## config.mk

```make
export PLATFORM = sky130hd
export DESIGN_NAME = alu_issue
export DESIGN_NICKNAME = d
export VERILOG_FILES = /design/src/rtl/alu_issue_pkg.sv /design/src/rtl/alu_issue_imm_gen.sv /design/src/rtl/alu_issue.sv
export SDC_FILE = /design/constraint.sdc
export NUM_CORES = 1
export LEC_CHECK = 0
export CORE_MARGIN = 4
export CORE_UTILIZATION = 27
export DETAILED_ROUTE_END_ITERATION = 8
export HOLD_SLACK_MARGIN = 0.03
export SETUP_SLACK_MARGIN = 0.15
export SLEW_MARGIN = 20
export SYNTH_ARGS = -nofsm -noshare
export SYNTH_HDL_FRONTEND = slang
export SYNTH_HIERARCHICAL = 1
export SYNTH_SLANG_ARGS = --single-unit
```

## constraint.sdc

```tcl
create_clock -name clk -period 2.82 [get_ports clk]
set_input_delay 0.282 -clock clk [delete_from_list [all_inputs] [get_ports clk]]
set_output_delay 0.282 -clock clk [all_outputs]
set_load 0.01 [all_outputs]
```

## src/rtl/alu_issue_pkg.sv

```systemverilog
// Shared definitions for the execute-stage issue sequencer: ALU function codes,
// RV32I opcode/funct constants, FSM states and the immediate bundle.
package alu_issue_pkg;

    typedef enum logic [3:0] {
        ALU_ADD  = 4'd0,
        ALU_SLL  = 4'd1,
        ALU_SLT  = 4'd2,
        ALU_SLTU = 4'd3,
        ALU_XOR  = 4'd4,
        ALU_SRL  = 4'd5,
        ALU_OR   = 4'd6,
        ALU_AND  = 4'd7,
        ALU_SUB  = 4'd8
    } alu_fn_e;

    typedef enum logic [1:0] {
        ST_IDLE = 2'd0,
        ST_OP1  = 2'd1,
        ST_OP2  = 2'd2,
        ST_HOLD = 2'd3
    } state_e;

    localparam logic [6:0] OPC_LUI    = 7'b0110111;
    localparam logic [6:0] OPC_AUIPC  = 7'b0010111;
    localparam logic [6:0] OPC_JAL    = 7'b1101111;
    localparam logic [6:0] OPC_JALR   = 7'b1100111;
    localparam logic [6:0] OPC_BRANCH = 7'b1100011;
    localparam logic [6:0] OPC_OP_IMM = 7'b0010011;
    localparam logic [6:0] OPC_OP     = 7'b0110011;

    localparam logic [6:0] F7_ZERO = 7'b0000000;
    localparam logic [6:0] F7_ALT  = 7'b0100000;

    localparam logic [2:0] F3_ADD = 3'b000;
    localparam logic [2:0] F3_SLL = 3'b001;
    localparam logic [2:0] F3_SRL = 3'b101;

    typedef struct packed {
        logic [31:0] i;
        logic [31:0] s;
        logic [31:0] b;
        logic [31:0] u;
        logic [31:0] j;
    } imm_t;

    // Compare function for a branch: equality via subtract, ordering via set-less-than.
    function automatic alu_fn_e branch_fn(input logic [2:0] f3);
        alu_fn_e fn;
        case (f3[2:1])
            2'b00:   fn = ALU_SUB;
            2'b10:   fn = ALU_SLT;
            2'b11:   fn = ALU_SLTU;
            default: fn = ALU_ADD;
        endcase
        return fn;
    endfunction

endpackage

```

## src/rtl/alu_issue_imm_gen.sv

```systemverilog
// Immediate generator: all RV32I immediate formats, sign-extended to 32 bits.
// Latency: combinational. Backpressure: none.
// Flow control: pure function of the instruction word, no handshake.
module alu_issue_imm_gen
    import alu_issue_pkg::*;
(
    input  logic [31:0] instr,
    output imm_t        imm
);

    always_comb begin
        imm.i = {{20{instr[31]}}, instr[31:20]};
        imm.s = {{20{instr[31]}}, instr[31:25], instr[11:7]};
        imm.b = {{19{instr[31]}}, instr[31], instr[7], instr[30:25], instr[11:8], 1'b0};
        imm.u = {instr[31:12], 12'b0};
        imm.j = {{11{instr[31]}}, instr[31], instr[19:12], instr[20], instr[30:21], 1'b0};
    end

endmodule

```

## src/rtl/alu_issue.sv

```systemverilog
// Execute-stage sequencer: decodes one RV32I op, drives an external ALU for one or two passes.
// Latency: record valid 2 edges after accept (single pass), 3 for branch/JAL/JALR.
// Backpressure: record held stable in HOLD until out_ready; in_ready only in IDLE.
module alu_issue
    import alu_issue_pkg::*;
#(
    parameter int XLEN = 32,
    parameter int FN_W = 4
) (
    input  logic            clk,
    input  logic            rst_n,
    input  logic            in_valid,
    output logic            in_ready,
    input  logic [31:0]     in_instr,
    input  logic [XLEN-1:0] in_pc,
    input  logic [XLEN-1:0] in_rs1,
    input  logic [XLEN-1:0] in_rs2,
    output logic [XLEN-1:0] alu_x,
    output logic [XLEN-1:0] alu_y,
    output logic [FN_W-1:0] alu_fn,
    input  logic [XLEN-1:0] alu_out,
    input  logic            alu_zero,
    output logic            out_valid,
    input  logic            out_ready,
    output logic [4:0]      out_rd,
    output logic            out_we,
    output logic [XLEN-1:0] out_result,
    output logic            out_br_taken,
    output logic [XLEN-1:0] out_br_target,
    output logic            out_illegal
);

    state_e          state_q, state_d;
    logic [6:0]      opc_q;
    logic [2:0]      f3_q;
    logic [6:0]      f7_q;
    logic [4:0]      rd_q;
    logic [XLEN-1:0] pc_q, rs1_q, rs2_q, imm_q;

    imm_t            imm;
    logic [31:0]     imm_sel;
    logic            imm_unused;

    logic            illegal;
    logic            two_pass;
    logic            is_branch;
    logic            is_jump;
    logic            taken;
    alu_fn_e         op_fn;
    alu_fn_e         fn_c;

    alu_issue_imm_gen u_imm_gen (
        .instr (in_instr),
        .imm   (imm)
    );

    assign imm_unused = ^imm.s;

    // Only one immediate format matters per opcode, so a single register carries it.
    always_comb begin
        case (in_instr[6:0])
            OPC_LUI, OPC_AUIPC: imm_sel = imm.u;
            OPC_JAL:            imm_sel = imm.j;
            OPC_BRANCH:         imm_sel = imm.b;
            default:            imm_sel = imm.i;
        endcase
    end

    always_comb begin
        illegal   = 1'b0;
        two_pass  = 1'b0;
        is_branch = 1'b0;
        is_jump   = 1'b0;
        op_fn     = ALU_ADD;
        case (opc_q)
            OPC_LUI, OPC_AUIPC: op_fn = ALU_ADD;
            OPC_JAL, OPC_JALR: begin
                is_jump  = 1'b1;
                two_pass = 1'b1;
            end
            OPC_BRANCH: begin
                is_branch = 1'b1;
                two_pass  = 1'b1;
                op_fn     = branch_fn(f3_q);
                illegal   = (f3_q[2:1] == 2'b01);
            end
            OPC_OP_IMM: begin
                op_fn = alu_fn_e'({1'b0, f3_q});
                if ((f3_q == F3_SLL || f3_q == F3_SRL) && f7_q != F7_ZERO)
                    illegal = 1'b1;
            end
            OPC_OP: begin
                op_fn = alu_fn_e'({1'b0, f3_q});
                if (f7_q == F7_ALT && f3_q == F3_ADD)
                    op_fn = ALU_SUB;
                else if (f7_q != F7_ZERO)
                    illegal = 1'b1;
            end
            default: illegal = 1'b1;
        endcase
        if (illegal)
            two_pass = 1'b0;
    end

    // funct3[2] picks ordering vs equality; funct3[0] inverts the sense.
    assign taken = (f3_q[2] ? alu_out[0] : alu_zero) ^ f3_q[0];

    always_ff @(posedge clk) begin
        if (!rst_n)
            state_q <= ST_IDLE;
        else
            state_q <= state_d;
    end

    always_comb begin
        state_d = state_q;
        case (state_q)
            ST_IDLE: if (in_valid) state_d = ST_OP1;
            ST_OP1:  state_d = two_pass ? ST_OP2 : ST_HOLD;
            ST_OP2:  state_d = ST_HOLD;
            ST_HOLD: if (out_ready) state_d = ST_IDLE;
            default: state_d = ST_IDLE;
        endcase
    end

    always_comb begin
        in_ready = (state_q == ST_IDLE) && rst_n;
        alu_x    = '0;
        alu_y    = '0;
        fn_c     = ALU_ADD;
        if (state_q == ST_OP1 && !illegal) begin
            fn_c = op_fn;
            case (opc_q)
                OPC_LUI:            alu_y = imm_q;
                OPC_AUIPC: begin
                    alu_x = pc_q;
                    alu_y = imm_q;
                end
                OPC_JAL, OPC_JALR: begin
                    alu_x = pc_q;
                    alu_y = XLEN'(4);
                end
                OPC_OP_IMM: begin
                    alu_x = rs1_q;
                    alu_y = imm_q;
                end
                default: begin
                    alu_x = rs1_q;
                    alu_y = rs2_q;
                end
            endcase
        end else if (state_q == ST_OP2) begin
            alu_x = (opc_q == OPC_JALR) ? rs1_q : pc_q;
            alu_y = imm_q;
        end
    end

    assign alu_fn = fn_c;

    always_ff @(posedge clk) begin
        if (!rst_n) begin
            opc_q         <= '0;
            f3_q          <= '0;
            f7_q          <= '0;
            rd_q          <= '0;
            pc_q          <= '0;
            rs1_q         <= '0;
            rs2_q         <= '0;
            imm_q         <= '0;
            out_valid     <= 1'b0;
            out_rd        <= '0;
            out_we        <= 1'b0;
            out_result    <= '0;
            out_br_taken  <= 1'b0;
            out_br_target <= '0;
            out_illegal   <= 1'b0;
        end else begin
            case (state_q)
                ST_IDLE: begin
                    if (in_valid) begin
                        opc_q <= in_instr[6:0];
                        f3_q  <= in_instr[14:12];
                        f7_q  <= in_instr[31:25];
                        rd_q  <= in_instr[11:7];
                        pc_q  <= in_pc;
                        rs1_q <= in_rs1;
                        rs2_q <= in_rs2;
                        imm_q <= imm_sel;
                    end
                end
                ST_OP1: begin
                    out_rd        <= rd_q;
                    out_we        <= !illegal && !is_branch && (rd_q != 5'd0);
                    out_result    <= (illegal || is_branch) ? '0 : alu_out;
                    out_illegal   <= illegal;
                    out_br_taken  <= !illegal && (is_branch ? taken : is_jump);
                    out_br_target <= '0;
                    out_valid     <= !two_pass;
                end
                ST_OP2: begin
                    if (out_br_taken)
                        out_br_target <= (opc_q == OPC_JALR) ? {alu_out[XLEN-1:1], 1'b0} : alu_out;
                    out_valid <= 1'b1;
                end
                default: begin
                    if (out_ready)
                        out_valid <= 1'b0;
                end
            endcase
        end
    end

endmodule

```

* Yosys cells after proc, flatten, opt, wreduce, memory -nomap -nowiden
Index checks and enable logic that the tools add are counted.
** Storage, ports and cells
- Register bits after elaboration :: 225
- Bits of input ports :: 165
- Output and inout port bits :: 142
- Word-level logic and storage cells :: 102
** Operators by class
- Equality and inequality tests :: 23
- Muxes and demuxes :: 32
- Bitwise operators :: 2
- Reductions and logical operators :: 29
** Operators by type and width (count)
- 2-to-1 mux 32 bit :: 7
- one-hot mux 32 bit (2 select lines) :: 3
- one-hot mux 31 bit (3 select lines) :: 1
- == test 7 bit, second input constant :: 5
- == test 7 x 6 -> 1 bit, second input constant :: 4
- one-hot mux 4 bit (3 select lines) :: 2
- == test 7 x 5 -> 1 bit, second input constant :: 3
- 2-to-1 mux 1 bit :: 12
- OR reduction 3 bit :: 3
- == test 2 bit, second input constant :: 4
- 2-to-1 mux 4 bit :: 2
- one-hot mux 2 bit (4 select lines) :: 1
- AND reduction 2 bit :: 4
- logical AND 1 bit :: 7
- nonzero test 7 bit :: 1
- inequality test 2 bit, second input constant :: 3
- nonzero test 5 bit :: 1
- == test 2 x 1 -> 1 bit, second input constant :: 2
- logical NOT 2 bit :: 2
- 2-to-1 mux 2 bit :: 2
- one-hot mux 1 bit (4 select lines) :: 1
- OR reduction 2 bit :: 2
- OR reduction 4 bit :: 1
- == test 3 x 1 -> 1 bit, second input constant :: 1
- 9 further kinds :: 12

* Longest topological paths before layout
Gate-level depths: netlist (run 1).
- Depth after elaboration :: 8
- Mapped depth :: 8
- Gate-level depth less buffers :: 6

* Modules after synthesis
Netlist (run 1), hierarchy kept.
** Modules (own cells, without submodules)
- alu_issue :: times used 1, cells each 1286, area an instance 10445.0 µm², sequential area each 4504.3 µm²
- alu_issue_imm_gen :: times used 1, cells each 161, area an instance 1204.9 µm², sequential area each 0.0 µm²

* Worst setup path before layout (run 1)
Ideal clock, no wire load.
- Path type :: flip-flop to output port
- From :: reg f7_q[0]
- To :: out alu_y[2]
- Arrival :: 1.915 ns
- Data required time :: 2.538 ns
- Setup slack :: 0.623 ns
- Stages on the path, launching flop included :: 6
- Path buffers :: 0
- Cell sequence :: dfxtp_1 -> or4_4 -> o32ai_4 -> o221ai_2 -> or4_1 -> nand3_1
** Between the ends
- Word-level cells in the longest chain between the ends :: 7
- Elaborated cells between the ends (all ways) :: 11
- Classes of those cells :: 1 x eq/ne; 5 x mux; 5 x reduce/logical
** RTL lines
- start: declaration :: line alu_issue.sv:36 : logic [6:0] f7_q;
- start signal: assignment :: line alu_issue.sv:183 : f7_q <= in_instr[31:25];
- nonzero test 7 bit / == test 7 x 6 -> 1 bit (equally long branches) :: line alu_issue.sv:89, alu_issue.sv:96, alu_issue.sv:94
- 2-to-1 mux 1 bit, or another cell as far along :: line alu_issue.sv:96 : else if (f7_q != F7_ZERO)
- 2-to-1 mux 1 bit, on equally long branches :: line alu_issue.sv:94, alu_issue.sv:89
- one-hot mux 1 bit (4 select lines) * :: line alu_issue.sv:75 : case (opc_q)
- logical NOT 1 bit * :: line alu_issue.sv:131 : if (state_q == ST_OP1 && !illegal) begin
- logical AND 1 bit * :: line alu_issue.sv:131
- 2-to-1 mux 32 bit * :: line alu_issue.sv:131
- end: declaration :: line alu_issue.sv:19 : output logic [XLEN-1:0] alu_y,
Mark *: on every way between the ends. The rest lies on a longest branch, timed or not.

* Worst setup path in the final report (run 1)
- From :: reg f7_q[0]
- To :: out alu_x[28]
** Between the ends
- Word-level cells in the longest chain between the ends :: 7
- Elaborated cells between the ends (all ways) :: 11
- Classes of those cells :: 1 x eq/ne; 5 x mux; 5 x reduce/logical
** RTL lines
- nonzero test 7 bit / == test 7 x 6 -> 1 bit (equally long branches) :: line alu_issue.sv:89, alu_issue.sv:96, alu_issue.sv:94
- 2-to-1 mux 1 bit, or another cell as far along :: line alu_issue.sv:96
- 2-to-1 mux 1 bit, on equally long branches :: line alu_issue.sv:94, alu_issue.sv:89
- one-hot mux 1 bit (4 select lines) * :: line alu_issue.sv:75
- logical NOT 1 bit * :: line alu_issue.sv:131
- logical AND 1 bit * :: line alu_issue.sv:131
- 2-to-1 mux 32 bit * :: line alu_issue.sv:131
- end: declaration :: line alu_issue.sv:18 : output logic [XLEN-1:0] alu_x,
Marks and branches as above.

==> results of run 1 <==
==> placed cells by master (no fill, tap or decap), types with 4 or more instances in the layout <==
| master | count |
|---|---|
| a21oi_1 | 122 |
| a221o_1 | 32 |
| a221oi_1 | 34 |
| a22o_1 | 33 |
| a22oi_1 | 64 |
| buf_12 | 15 |
| buf_2 | 52 |
| buf_4 | 35 |
| buf_6 | 10 |
| clkbuf_16 | 32 |
| clkbuf_8 | 6 |
| clkdlybuf4s15_2 | 9 |
| clkdlybuf4s50_1 | 237 |
| clkinv_2 | 4 |
| conb_1 | 14 |
| dfxtp_1 | 225 |
| ha_1 | 4 |
| inv_1 | 7 |
| mux2_2 | 32 |
| mux2i_1 | 6 |
| nand2_1 | 239 |
| nand3_1 | 94 |
| nor2_1 | 79 |
| nor3_2 | 4 |
| o211ai_1 | 65 |
| o21ai_0 | 35 |
| o21ai_1 | 10 |
| o21ai_2 | 20 |
==> worst register-to-register path, cell delays in order, from the launching register on <==
cell	delay, ns
dfxtp_1	0.31
or4_4	0.55
o32ai_4	0.29
o221ai_4	0.17
buf_12	0.23
nor3_4	0.24
buf_12	0.24
a22o_1	0.19
==> power breakdown <==
group	internal (mW)	leakage [nW]	total, mW	switching (mW)
registers	3.63	1.84	3.97	0.342
clock network	2.29	0.473	3.74	1.45
logic	1.12	3.40	2.76	1.64
==> per-stage QoR <==
step                utilization  instance area, um^2
global route              0.366                15300
detailed placement        0.341                14300
finish                    0.367                15300
global placement          0.341                14300
floorplan                     -                11500
CTS                       0.365                15300
==> final cells by class <==
class / count / area (um^2)
diodes: 2 / 5.00
clock buffers: 37 / 816
inverters: 8 / 35.0
flip-flops and latches: 225 / 4500
fillers: 4294 / 26500
multi-input cells: 937 / 5630
repair buffers: 363 / 3530
clock inverters: 11 / 144
well taps: 539 / 674
==> flip-flops by register name (all words and copies together) (netlist names) <==
name           flops
imm_q             32
out_br_target     32
out_result        32
pc_q              32
rs1_q             32
rs2_q             32
f7_q               7
opc_q              7
out_rd             5
rd_q               5
f3_q               3
state_q            2
out_br_taken       1
out_illegal        1
out_valid          1
out_we             1
==> path summary, 6_finish.rpt <==
kind	endpoint	depth (start not counted)	slack [ns]	from
max	alu_x[28]	7	-0.19	f7_q[0]
min reg2reg	f7_q[6]	2	0.45	f7_q[6]
max reg2reg	out_result[7]	7	0.53	f7_q[0]
min	rs1_q[12]	3	0.27	in_rs1[12]
==> layer usage <==
layer | track usage | up-vias | wire [um]
li1 | - | 5239 | -
met2 | 0.259 | 383 | 18500
met1 | 0.237 | 5178 | 18700
met4 | 0.0349 | 16 | 881
met5 | 0 | - | 119
met3 | 0.0607 | 76 | 4030
==> repair_timing <==
action	4_1_cts	5_1_grt
setup buffers	1	1
pin swaps	4	6
endpoints found under the setup margin	68	68
cloned	1	6
resized for setup	265	35
==> out/qor.csv, run 1 <==
stage;metric;value;unit
status;outcome;finished with violations;
status;violations;setup timing;
global_route;grt_max_degree;104;
route;vias;10900;
final_layout;syn2layout_area_growth;34.4;%
timing;worst_pin_slew;0.915;ns
clock_network;cts_max_level;1;
global_route;grt_pass1_vias;10400;
floorplan;io_pins;307;
clock_network;path_clk_slew;0.06;ns
setup_path;cp-end-kind;primary output;
clock_network;cts_buffers;29;
floorplan;die_y;214;um
setup_path;cp.arrival;2.73;ns
setup_path;slowest_delay;0.55;ns
power;power;10.5;mW
timing;finalCritPeriodShare;1.07;
setup_path;crit_fanout;9;
placement;dp.cells;2063;
route;first_iter_violations;854;
timing;period_minus_slack;3.01;ns
power;p_leak;5.70;nW
timing;maxSlewHeadroom;0.390;
setup_path;cp_cell_sequence;or4_4, o32ai_4, o221a_4, nand2b_4, buf_12, o21ai_2, clkdlybuf4s15_2;
placement;place_congestion;0.829;
setup_path;path_class;register to primary output;
timing;fin_skew;0.0127;ns
timing;finalHoldViolCount;0;
timing;fin_ws;-0.188;ns
yosys;syn_inst;1415;
route;wl_per_cell;19.9;um
clock_network;clock_latency;0.56;ns
yosys;netlist_area;11400;um^2
global_route;antenna_found_initial;10;
final_layout;final_nets;1734;
timing;fmax;332;MHz
setup_path;cp_top_family;compound AO/OA/AOI/OAI gates;
flow_run;drv_cap;0;
clock_network;holdBufCountCts;0;
floorplan;die_w;214;um
floorplan;initial_core_util;0.273;
timing;maxSlewViolCount;0;
route;drc;0;
floorplan;core_area;41900;um^2
floorplan;row_count;75;
route;vias_per_cell;5.13;
global_route;grt_pass1_wl;62000;um
route;firstDrtPassIters;6;
global_route;overflow;0;
timing;rsz0062_at_grt;true;
placement;dp_hpwl;27900;um
timing;worst_hold_slack;0.270;ns
route;drt.antenna.violating_nets;0;
setup_path;cpMaxStageDelayCell;or4_4;
placement;dp_slack;-0.218;ns
hold_path;min_path_type;input port to register;
power;powerDensity;683;nW/um^2
floorplan;die-area;45600;um^2
clock_network;cts.sinks;225;
timing;setup_viol;66;
route;totalWireLength;42200;um
clock_network;cts_tree;done;
final_layout;instances_no_fill;2122;
setup_path;critPathLaunchType;register;
yosys;syn_area_per_cell;8.06;um^2
setup_path;path_buf_inv;2;
placement;port_buffers;306;
setup_path;cp_data_required_time;2.54;ns
timing;fin_setup_tns;-4.72;ns
final_layout;drive_gt1_frac;0.159;
clock_network;root_buffer;clkbuf_16;
power;irDropWorstVdd;0.000433;V
global_route;grtUsageTotal;0.171;
clock_network;clock_path_buffers;3;
yosys;yosys_warnings;6;
Power figures use the tool's default switching activity.
==> inputs of run 2 (changes only) <==
- CORE_MARGIN: 4 -> 2
==> run 2 against run 1 <==
  * Worst hold slack improved by 0.011 ns
  * Clock skew decreased by 0.0022 ns
  * Routed wire length decreased by 3.1%
  * Via count decreased by 0.13%
  * The run still ends with setup timing left
  * Sequential power about the same
  * Highest routed layer unchanged
==> out/qor.csv, run 2 (same netlist as run 1, synthesis figures left out) <==
stage;metric;value;unit;change
status;violations;setup timing;;
flow_run;drv_cap;0;;unchanged
global_route;grt_max_degree;114;;+9.6%
route;totalWireLength;40900;um;-3.1%
power;powerDensity;690;nW/um^2;+1.0%
setup_path;slowest_delay;0.55;ns;about the same
final_layout;final_cell_area;15300;um^2;about the same
route;vias_per_cell;5.11;;-0.46%
power;p_clk_frac;0.363;;+0.006
timing;fin_skew;0.0106;ns;-0.00215 ns
timing;finalCritPeriodShare;1.12;;+0.0499
timing;worst_hold_slack;0.281;ns;+0.0114 ns
power;p_leak;5.81;nW;+1.9%
timing;fin_setup_tns;-12.82;ns;-8.10 ns
timing;rsz0062_at_grt;true;;
route;wl_per_cell;19.2;um;-3.4%
setup_path;cp_cell_sequence;or4_4, o32ai_4, buf_6, o221ai_4, buf_6, buf_6, clkbuf_16, o211ai_1, o21ai_1, buf_2;;
placement;dp_hpwl;27100;um;-3.1%
power;internal_power;7.17;mW;+1.8%
status;outcome;finished with violations;;
setup_path;reg2reg_to;out_result[5];;
setup_path;critPathLaunchType;register;;
global_route;grtUsageTotal;0.176;;+0.00532
timing;maxSlewViolCount;0;;unchanged
floorplan;row_count;75;;unchanged
route;drt.antenna.violating_nets;0;;unchanged
placement;dp.cells;2062;;-0.048%
power;combPwrFrac;0.261;;-0.003
final_layout;final_cell_mix;nand2_1, clkdlybuf4s50_1, dfxtp_1;;
power;switching_share;0.323;;-0.00463
setup_path;cp_data_required_time;2.54;ns;about the same
global_route;grt_pass1_vias;10600;;+2.6%
timing;fmax;318;MHz;-4.5%
clock_network;clock_latency;0.55;ns;about the same
hold_path;hold_start;in_rs1[13];;
floorplan;die-area;43900;um^2;-3.7%
setup_path;path_buf_inv;5;;+3
power;p_switching;3.42;mW;-0.34%
hold_path;min_path_type;input port to register;;
placement;dpl_cell_area;14300;um^2;+0.12%
timing;fin_ws;-0.329;ns;-0.141 ns
route;drc;0;;unchanged
power;irDropWorstVdd;0.000409;V;-5.7%
timing;finalHoldViolCount;0;;unchanged
floorplan;die_y;210;um;-1.9%
setup_path;crit_fanout;6;;-3
clock_network;cts_max_level;1;;unchanged
clock_network;cts_tree;done;;
clock_network;path_clk_slew;0.06;ns;about the same
hold_path;holdPathEnd;rs1_q[13];;
global_route;grt_pass1_wl;62000;um;about the same
floorplan;initial_core_util;0.273;;unchanged
floorplan;core_area;41900;um^2;unchanged
route;first_iter_violations;774;;-9.4%
final_layout;fill_cells;4277;;-0.40%
setup_path;rr_worst_depth;9;;+2
setup_path;cp_top_family;buffers and inverters;;
final_layout;final_nets;1736;;+0.12%
final_layout;postLayoutCoreUtil;0.367;;about the same
setup_path;r2r_slack;0.43;ns;-0.10 ns
setup_path;cpMaxStageDelayCell;or4_4;;
route;firstDrtPassIters;5;;-1
power;power_frac_seq;0.376;;-0.003
power;power;10.6;mW;+1.1%
setup_path;critPathMostFrequentCell;buf_6;;
timing;period_minus_slack;3.15;ns;+0.141 ns
route;vias;10900;;-0.13%
floorplan;die_w;210;um;-1.9%
setup_path;path_class;register to primary output;;
placement;port_buffers;306;;unchanged
clock_network;cts.sinks;225;;unchanged
timing;maxSlewHeadroom;0.398;;+0.00737
clock_network;clock_path_buffers;3;;unchanged
final_layout;layout_commonest_cell;nand2_1;;
clock_network;root_buffer;clkbuf_16;;
final_layout;syn2layout_area_growth;34.5;%;about the same
final_layout;instances_no_fill;2129;;+0.33%
hold_path;hold_depth;3;;unchanged
placement;place_congestion;0.780;;-5.9%
timing;setup_viol;66;;unchanged
floorplan;io_pins;307;;unchanged
setup_path;cp-end-kind;primary output;;
global_route;antenna_found_initial;7;;-3
setup_path;reg2reg_from;f7_q[3];;
global_route;overflow;0;;unchanged
setup_path;cp.arrival;2.87;ns;+0.14 ns
final_layout;drive_gt1_frac;0.144;;-0.0156
clock_network;cts_buffers;29;;unchanged
timing;worst_pin_slew;0.904;ns;-0.0111 ns
placement;dp_slack;-0.0601;ns;+0.158 ns
## run 2: changes by cell type in the layout (fill, tap and decap cells not counted), moves of 8 or more
| cell | delta |
|---|---|
| o21ai_1 | +22 |
| buf_2 | -20 |
| clkbuf_2 | +24 |
| dlymetal6s2s_1 | +8 |
| clkdlybuf4s15_2 | -9 |
| o21ai_2 | -20 |
## run 2: metal layers
metal	share of wire	vias up	GRT usage	wire [um]
met3	0.094	65	0.0585	3840
met5	0.00091	-	0	37
met1	0.43	5155	0.235	17700
met4	0.021	6	0.0435	865
met2	0.45	414	0.275	18500
li1	-	5238	-	-
## run 2: area by class of cell
| cell class | instances | area, um^2 | share of cell area |
|---|---|---|---|
| clock buffer | 40 | 827 | 0.0539 |
| inverter | 8 | 35.0 | 0.00228 |
| tap | 539 | 674 | 0.0439 |
| sequential | 225 | 4510 | 0.294 |
| clock inverter | 11 | 163 | 0.0106 |
| timing repair buffer | 365 | 3570 | 0.233 |
| antenna | 4 | 10.0 | 0.000652 |
| multi-input combinational | 937 | 5560 | 0.362 |
## run 2: how the worst max path moves through the flow
stage,slack (ns),end,depth (start not counted),from
6_report,-0.33,alu_x[12],10,f7_q[3]
5_1_grt,-0.46,alu_y[12],10,f7_q[3]
4_1_cts,-0.54,alu_x[25],8,f7_q[0]
2_1_floorplan,0.62,alu_y[2],5,f7_q[0]
3_3_place_gp,-0.06,alu_y[2],7,f7_q[0]
3_5_place_dp,-0.06,alu_y[2],7,f7_q[0]
## run 2: power groups by stage
stage / combinational [mW] / sequential (mW) / clock [mW]
2_1_floorplan: 1.87 / 3.92 / 0
3_3_place_gp: 2.79 / 4.02 / 0
3_5_place_dp: 2.83 / 4.04 / 0
4_1_cts: 2.80 / 3.98 / 3.94
5_1_grt: 3.08 / 4.05 / 4.08
6_report: 2.76 / 3.98 / 3.85
## run 2: worst register-to-register path: stages (launching register included)
cell      delay [ns]
dfxtp_2         0.32
or4_4           0.55
o32ai_4         0.28
buf_6           0.15
o221ai_4        0.13
buf_4           0.18
buf_12          0.14
nor3_4          0.17
buf_12          0.23
a22o_1          0.19
## run 2: timing repair
action	4_1_cts	5_1_grt
endpoints found under the setup margin	68	68
gates cloned	0	4
hold buffers	0	0
resized for setup	136	112
pin swaps	1	30
buffers inserted	0	8
==> inputs of run 3 (changes only) <==
- HOLD_SLACK_MARGIN: 0.03 -> 0.12
==> results of run 3 <==
The final DEF is identical to that of run 2; final timing and power are the same.
